==> config.mk <==
export PLATFORM = sky130hd
export DESIGN_NAME = imu_spi_responder
export DESIGN_NICKNAME = d
export VERILOG_FILES = /design/src/rtl/imu_spi_responder.sv
export SDC_FILE = /design/constraint.sdc
export NUM_CORES = 1
export LEC_CHECK = 0
export CORE_MARGIN = 1.5
export CORE_UTILIZATION = 44
export CTS_CLUSTER_DIAMETER = 200
export DETAILED_ROUTE_END_ITERATION = 8
export PLACE_DENSITY = 0.7
export SYNTH_ARGS = -nofsm -noshare
export SYNTH_HDL_FRONTEND = slang
export SYNTH_SLANG_ARGS = --single-unit
==> constraint.sdc <==
create_clock -name clk -period 2.3 [get_ports clk]
set_clock_uncertainty 0.2 [all_clocks]
set_input_delay 0.46 -clock clk [delete_from_list [all_inputs] [get_ports clk]]
set_output_delay 0.46 -clock clk [all_outputs]
set_load 0.1 [all_outputs]
==> src/rtl/imu_spi_responder.sv <==
// SPI mode-3 target emulating a small IMU register file: WHO_AM_I, two control
// registers and a per-frame snapshot of the accelerometer samples.
module imu_spi_responder #(
   parameter logic [7:0]  WHO_AM_I_VAL = 8'h6C,
   parameter int unsigned SYNC_STAGES  = 2
) (
   input  logic        clk,
   input  logic        rst_n,
   input  logic        CS,
   input  logic        SPC,
   input  logic        SDI,
   output logic        SDO,
   input  logic [15:0] accel_x,
   input  logic [15:0] accel_y,
   input  logic [15:0] accel_z,
   output logic [7:0]  ctrl1,
   output logic [7:0]  ctrl2,
   output logic        wr_valid,
   output logic [6:0]  wr_addr,
   output logic [7:0]  wr_data,
   output logic        frame_active
);

   typedef enum logic [1:0] {IDLE, ADDR, RD, WR} state_t;

   state_t state_q, state_d;

   // CS/SPC pipes carry one extra flop beyond the synchronizer to hold the previous value.
   logic [SYNC_STAGES:0]   cs_pipe_q, cs_pipe_d;
   logic [SYNC_STAGES:0]   spc_pipe_q, spc_pipe_d;
   logic [SYNC_STAGES-1:0] sdi_sync_q, sdi_sync_d;

   logic [2:0]  bit_cnt_q, bit_cnt_d;
   logic [7:0]  shift_q, shift_d;
   logic [6:0]  ptr_q, ptr_d;
   logic [7:0]  rd_sh_q, rd_sh_d;
   logic        sdo_q, sdo_d;
   logic [7:0]  ctrl1_q, ctrl1_d;
   logic [7:0]  ctrl2_q, ctrl2_d;
   logic        wr_valid_q, wr_valid_d;
   logic [6:0]  wr_addr_q, wr_addr_d;
   logic [7:0]  wr_data_q, wr_data_d;
   logic [15:0] snap_x_q, snap_x_d;
   logic [15:0] snap_y_q, snap_y_d;
   logic [15:0] snap_z_q, snap_z_d;

   logic       cs_s, cs_prev, spc_s, spc_prev, sdi_s;
   logic       cs_fall, cs_rise, spc_fall, spc_rise;
   logic [7:0] shift_in;
   logic [7:0] rd_byte;

   assign cs_s     = cs_pipe_q[SYNC_STAGES-1];
   assign cs_prev  = cs_pipe_q[SYNC_STAGES];
   assign spc_s    = spc_pipe_q[SYNC_STAGES-1];
   assign spc_prev = spc_pipe_q[SYNC_STAGES];
   assign sdi_s    = sdi_sync_q[SYNC_STAGES-1];

   assign cs_fall  =  cs_prev  & ~cs_s;
   assign cs_rise  = ~cs_prev  &  cs_s;
   assign spc_fall =  spc_prev & ~spc_s;
   assign spc_rise = ~spc_prev &  spc_s;

   assign shift_in = {shift_q[6:0], sdi_s};

   always_comb begin
      rd_byte = 8'h00;
      case (ptr_q)
         7'h0F:   rd_byte = WHO_AM_I_VAL;
         7'h10:   rd_byte = ctrl1_q;
         7'h11:   rd_byte = ctrl2_q;
         7'h28:   rd_byte = snap_x_q[7:0];
         7'h29:   rd_byte = snap_x_q[15:8];
         7'h2A:   rd_byte = snap_y_q[7:0];
         7'h2B:   rd_byte = snap_y_q[15:8];
         7'h2C:   rd_byte = snap_z_q[7:0];
         7'h2D:   rd_byte = snap_z_q[15:8];
         default: rd_byte = 8'h00;
      endcase
   end

   always_comb begin
      cs_pipe_d  = {cs_pipe_q[SYNC_STAGES-1:0], CS};
      spc_pipe_d = {spc_pipe_q[SYNC_STAGES-1:0], SPC};
      sdi_sync_d = {sdi_sync_q[SYNC_STAGES-2:0], SDI};

      state_d    = state_q;
      bit_cnt_d  = bit_cnt_q;
      shift_d    = shift_q;
      ptr_d      = ptr_q;
      rd_sh_d    = rd_sh_q;
      sdo_d      = sdo_q;
      ctrl1_d    = ctrl1_q;
      ctrl2_d    = ctrl2_q;
      wr_valid_d = 1'b0;
      wr_addr_d  = wr_addr_q;
      wr_data_d  = wr_data_q;
      snap_x_d   = snap_x_q;
      snap_y_d   = snap_y_q;
      snap_z_d   = snap_z_q;

      if (cs_rise) begin
         state_d = IDLE;
      end else begin
         unique case (state_q)
            IDLE: begin
               if (cs_fall) begin
                  state_d   = ADDR;
                  bit_cnt_d = '0;
                  snap_x_d  = accel_x;
                  snap_y_d  = accel_y;
                  snap_z_d  = accel_z;
               end
            end
            ADDR: begin
               sdo_d = 1'b1;
               if (spc_rise) begin
                  shift_d   = shift_in;
                  bit_cnt_d = bit_cnt_q + 3'd1;
                  if (bit_cnt_q == 3'd7) begin
                     ptr_d   = shift_in[6:0];
                     state_d = shift_in[7] ? RD : WR;
                  end
               end
            end
            RD: begin
               // The counter tracks falling edges here; bit 0 of each byte fetches from the pointer.
               if (spc_fall) begin
                  if (bit_cnt_q == 3'd0) begin
                     sdo_d   = rd_byte[7];
                     rd_sh_d = {rd_byte[6:0], 1'b0};
                  end else begin
                     sdo_d   = rd_sh_q[7];
                     rd_sh_d = {rd_sh_q[6:0], 1'b0};
                  end
                  bit_cnt_d = bit_cnt_q + 3'd1;
                  if (bit_cnt_q == 3'd7) begin
                     ptr_d = ptr_q + 7'd1;
                  end
               end
            end
            WR: begin
               if (spc_rise) begin
                  shift_d   = shift_in;
                  bit_cnt_d = bit_cnt_q + 3'd1;
                  if (bit_cnt_q == 3'd7) begin
                     wr_valid_d = 1'b1;
                     wr_addr_d  = ptr_q;
                     wr_data_d  = shift_in;
                     if (ptr_q == 7'h10) begin
                        ctrl1_d = shift_in;
                     end else if (ptr_q == 7'h11) begin
                        ctrl2_d = shift_in;
                     end
                     ptr_d = ptr_q + 7'd1;
                  end
               end
            end
            default: state_d = IDLE;
         endcase
      end
   end

   always_ff @(posedge clk or negedge rst_n) begin
      if (!rst_n) begin
         state_q    <= IDLE;
         cs_pipe_q  <= '1;
         spc_pipe_q <= '1;
         sdi_sync_q <= '1;
         bit_cnt_q  <= '0;
         shift_q    <= '0;
         ptr_q      <= '0;
         rd_sh_q    <= '0;
         sdo_q      <= 1'b1;
         ctrl1_q    <= '0;
         ctrl2_q    <= '0;
         wr_valid_q <= 1'b0;
         wr_addr_q  <= '0;
         wr_data_q  <= '0;
         snap_x_q   <= '0;
         snap_y_q   <= '0;
         snap_z_q   <= '0;
      end else begin
         state_q    <= state_d;
         cs_pipe_q  <= cs_pipe_d;
         spc_pipe_q <= spc_pipe_d;
         sdi_sync_q <= sdi_sync_d;
         bit_cnt_q  <= bit_cnt_d;
         shift_q    <= shift_d;
         ptr_q      <= ptr_d;
         rd_sh_q    <= rd_sh_d;
         sdo_q      <= sdo_d;
         ctrl1_q    <= ctrl1_d;
         ctrl2_q    <= ctrl2_d;
         wr_valid_q <= wr_valid_d;
         wr_addr_q  <= wr_addr_d;
         wr_data_q  <= wr_data_d;
         snap_x_q   <= snap_x_d;
         snap_y_q   <= snap_y_d;
         snap_z_q   <= snap_z_d;
      end
   end

   assign SDO          = (state_q == RD) ? sdo_q : 1'b1;
   assign frame_active = (state_q != IDLE);
   assign ctrl1        = ctrl1_q;
   assign ctrl2        = ctrl2_q;
   assign wr_valid     = wr_valid_q;
   assign wr_addr      = wr_addr_q;
   assign wr_data      = wr_data_q;

endmodule
==> flow_metrics.env <==
export IMPL_status="completed"
export IMPL_cp_arrival_ns=2.32
export IMPL_fin_tns_setup_ns=0
export IMPL_placementRows=40
export IMPL_net_switching_power_mw=2.47
export IMPL_syn_inst=421
export IMPL_wire_per_inst_um=18.0
export IMPL_dieHeight_um=113
export IMPL_synth_top_cell_by_area="dfrtp_1"
export IMPL_crit_path_top_delay_cell="or4_4"
export IMPL_start_util_pct=44.8
export IMPL_endpoint_kind="flop"
export IMPL_syn_nets=488
export IMPL_port_buffers=86
export IMPL_yosysUniqueCellTypes=59
export IMPL_p_sw_share_pct=30.4
export IMPL_yosys_area_top_type_share_pct=49.5
export IMPL_worstPathCellList="inv_2, ha_4, buf_4, nor4_4, o31ai_1, or4_4, a22oi_2, a31oi_1"
export IMPL_powerDensity_nw_per_um2=1130
export IMPL_report_final_slew_viol_count=0
export IMPL_htree_levels=4
export IMPL_async_flop_share_pct=100
export IMPL_max_stage_delay_ns=0.51
export IMPL_cts_sinks=115
export IMPL_clkLatencyLatePin_ns=0.41
export IMPL_drt_total_wl_um=12600
export IMPL_cap_violations=0
export IMPL_dp_slack_ns=-0.0622
export IMPL_critPathMaxFanout=7
export IMPL_drtAntennaViolNets=0
export IMPL_overflow=0
export IMPL_layout_nets=604
export IMPL_die_width_um=113
export IMPL_intPower_mw=5.66
export IMPL_syn_area_um2=5360
export IMPL_synth_ff_type="dfrtp_1"
export IMPL_routabilityCongestion=0.887
export IMPL_start_kind="flop"
export IMPL_ir_drop_v=0.000613
export IMPL_r2r_cells=8
export IMPL_viasPerCell=5.55
export IMPL_cts_made_buffers=17
export IMPL_drive_gt1_share_pct=39.5
export IMPL_power_leakage_nw=3.22
export IMPL_hp_class="flop to flop"
export IMPL_drtPass1Iterations=6
export IMPL_ys_warn_count=0
export IMPL_ys_seq_elements=115
export IMPL_dr_first_iter_drc_count=197
export IMPL_vias=3866
export IMPL_critical_path_required_ns=2.36
export IMPL_area_growth_pct=34.1
export IMPL_clkSlewWorstSetupHoldPaths_ns=0.05
export IMPL_synth_edf_count=0
export IMPL_clock_power_share_pct=33.4
export IMPL_grt_antenna_before_repair=0
export IMPL_cts_tree="built"
export IMPL_cts_root_buf="clkbuf_16"
export IMPL_hold_viol=0
export IMPL_drc_errors=0
export IMPL_tightest_slew_ns=0.854
export IMPL_design_die_area_um2=12800
export IMPL_grt_max_degree=49
export IMPL_grt_pass1_wl_um=20200
export IMPL_yosys_top_cells_count="dfrtp_1 (106), mux2_2 (86), nand2_1 (23), nor2_1 (17), ha_1 (14)"
export IMPL_pwr_share_seq_pct=38.5
export IMPL_comb_power_share_pct=28.1
export IMPL_core_area_um2=12000
export IMPL_worst_slack_ns=0.0410
export IMPL_io_pin_count=87
export IMPL_grt_usage_pct=20.5
export IMPL_finalSetupViolCount=0
export IMPL_layout_min_cycle_time_ns=2.26
export IMPL_fmax_mhz=443
export IMPL_grt_pass1_vias=3937
export IMPL_diodes=0
export IMPL_worstHoldPathCells=0
export IMPL_post_route_period_util_pct=98.2
export IMPL_hpwl_um=8970
export IMPL_total_power_mw=8.13
export IMPL_ys_seq_area_share_pct=53.9
export IMPL_syn_avg_cell_area_um2=12.7
export IMPL_synth_most_common_cell="dfrtp_1"
export IMPL_worst_setup_path_type="flop to flop"
export IMPL_synth_area_leaders="dfrtp_1 (50%), mux2_2 (18%), dfstp_2 (4.4%), ha_1 (3.3%), a22oi_1 (1.8%)"
export IMPL_clk_path_buf_depth=2
export IMPL_slew_headroom_pct=42.8
cell type report:
| cell class | count | area, µm² |
|---|---|---|
| fill | 943 | 4780 |
| timing repair buffer | 118 | 1080 |
| tap | 147 | 184 |
| clock buffer | 22 | 494 |
| sequential | 115 | 2890 |
| multi-input combinational | 273 | 2360 |
| clock inverter | 10 | 128 |
| inverter | 12 | 45.0 |
state kept, by name, indices dropped and copies added, names as in the netlist, 3 cells and up:
register and count:
ctrl1 8, shift_q 7, spc_pipe_q 3, ptr_q 7
snap_x_q 16, snap_z_q 16, wr_data 8, cs_pipe_q 3
rd_sh_q 7, bit_cnt_q 3, snap_y_q 16, ctrl2 8
wr_addr 7
worst max-delay path: cells and delay by family, from the launching register on:
kind                       cells  cell delay [ns]
and+or+nand+nor                2             0.77
DFF                            1             0.42
AOI/OAI and AO/OA              3             0.34
buffers and inverters          2             0.21
adders and majority gates      1             0.17
path summary, 6_finish.rpt:
path / from / endpoint / slack (ns)
setup / recovery: ptr_q[0] / rd_sh_q[2] / 0.04
hold / removal: cs_pipe_q[0] / cs_pipe_q[1] / 0.15
setup reg to reg: ptr_q[0] / rd_sh_q[2] / 0.04
hold reg to reg: cs_pipe_q[0] / cs_pipe_q[1] / 0.15
max in group asynchronous: rst_n / cs_pipe_q[0] / 0.86
min in group asynchronous: rst_n / wr_data[0] / 0.36
kinds of logic after synthesis:
kind of cell / Yosys count / synth area share [%]
flip-flops: 115 / 53.9
multiplexers: 97 / 20.2
AND/OR/NAND/NOR: 85 / 8.97
AO/OA/AOI/OAI: 77 / 10.6
buffers and inverters: 33 / 2.99
adder cells (fa/ha/maj): 14 / 3.27
what timing repair did:
action,CTS,global route
resized for setup,9,5
pin swaps,4,3
endpoints found under the hold margin,33,0
hold buffers,1,0
gates cloned,0,0
endpoints found under the setup margin,7,13
buffers inserted,3,0
cell usage in the layout (no fill, tap or decap), types with 3 or more instances in the layout:
cell | synthesis | routed
dfrtp_1 | 106 | 103
mux2_2 | 86 | 86
buf_4 | 1 | 61
clkdlybuf4s50_1 | 0 | 51
nand2_1 | 23 | 22
nor2_1 | 17 | 17
clkbuf_16 | 0 | 17
a22oi_1 | 13 | 13
a21oi_1 | 12 | 12
inv_1 | 12 | 10
ha_1 | 14 | 10
mux2i_1 | 9 | 9
dfstp_2 | 9 | 9
o21ai_0 | 7 | 7
o211ai_1 | 6 | 6
clkinv_2 | 0 | 6
nor2b_1 | 5 | 5
and4_1 | 5 | 5
nor3b_1 | 5 | 5
nor3_1 | 5 | 5
clkbuf_8 | 0 | 5
buf_12 | 0 | 5
nand2b_1 | 4 | 4
and3_1 | 4 | 4
a2bb2oi_1 | 4 | 4
a32oi_1 | 4 | 4
a221oi_1 | 4 | 4
a31oi_1 | 4 | 4
a222oi_1 | 3 | 3
bufinv_16 | 0 | 3
dfrtp_2 | 0 | 3
power by group through the flow:
stage	logic (mW)	registers, mW	clock network (mW)
after floorplan	1.59	2.94	0
after global placement	2.07	3.09	0
after detailed placement	2.14	3.13	0
after CTS	2.25	3.12	2.76
after global routing	2.49	3.20	2.86
final	2.29	3.13	2.71
routing by layer:
layer	global-route usage, %	part of all wire (%)	up-vias
met5	0	0	-
met4	8.00	2.1	0
met3	5.68	3.9	20
met2	33.5	51	102
met1	26.1	43	1956
li1	-	-	1788
per-stage QoR:
| step | util, % | instances | area (µm²) | hold WS (ns) |
|---|---|---|---|---|
| after global routing | 60.1 | 697 | 7180 | 0.156 |
| final | 60.1 | 697 | 7180 | 0.154 |
| after floorplan | - | 421 | 5360 | -0.0356 |
| after CTS | 59.9 | 697 | 7160 | 0.155 |
| after global placement | 54.1 | 661 | 6470 | 0.147 |
| after detailed placement | 54.1 | 661 | 6470 | 0.147 |
(Power assumes the default switching activity.)
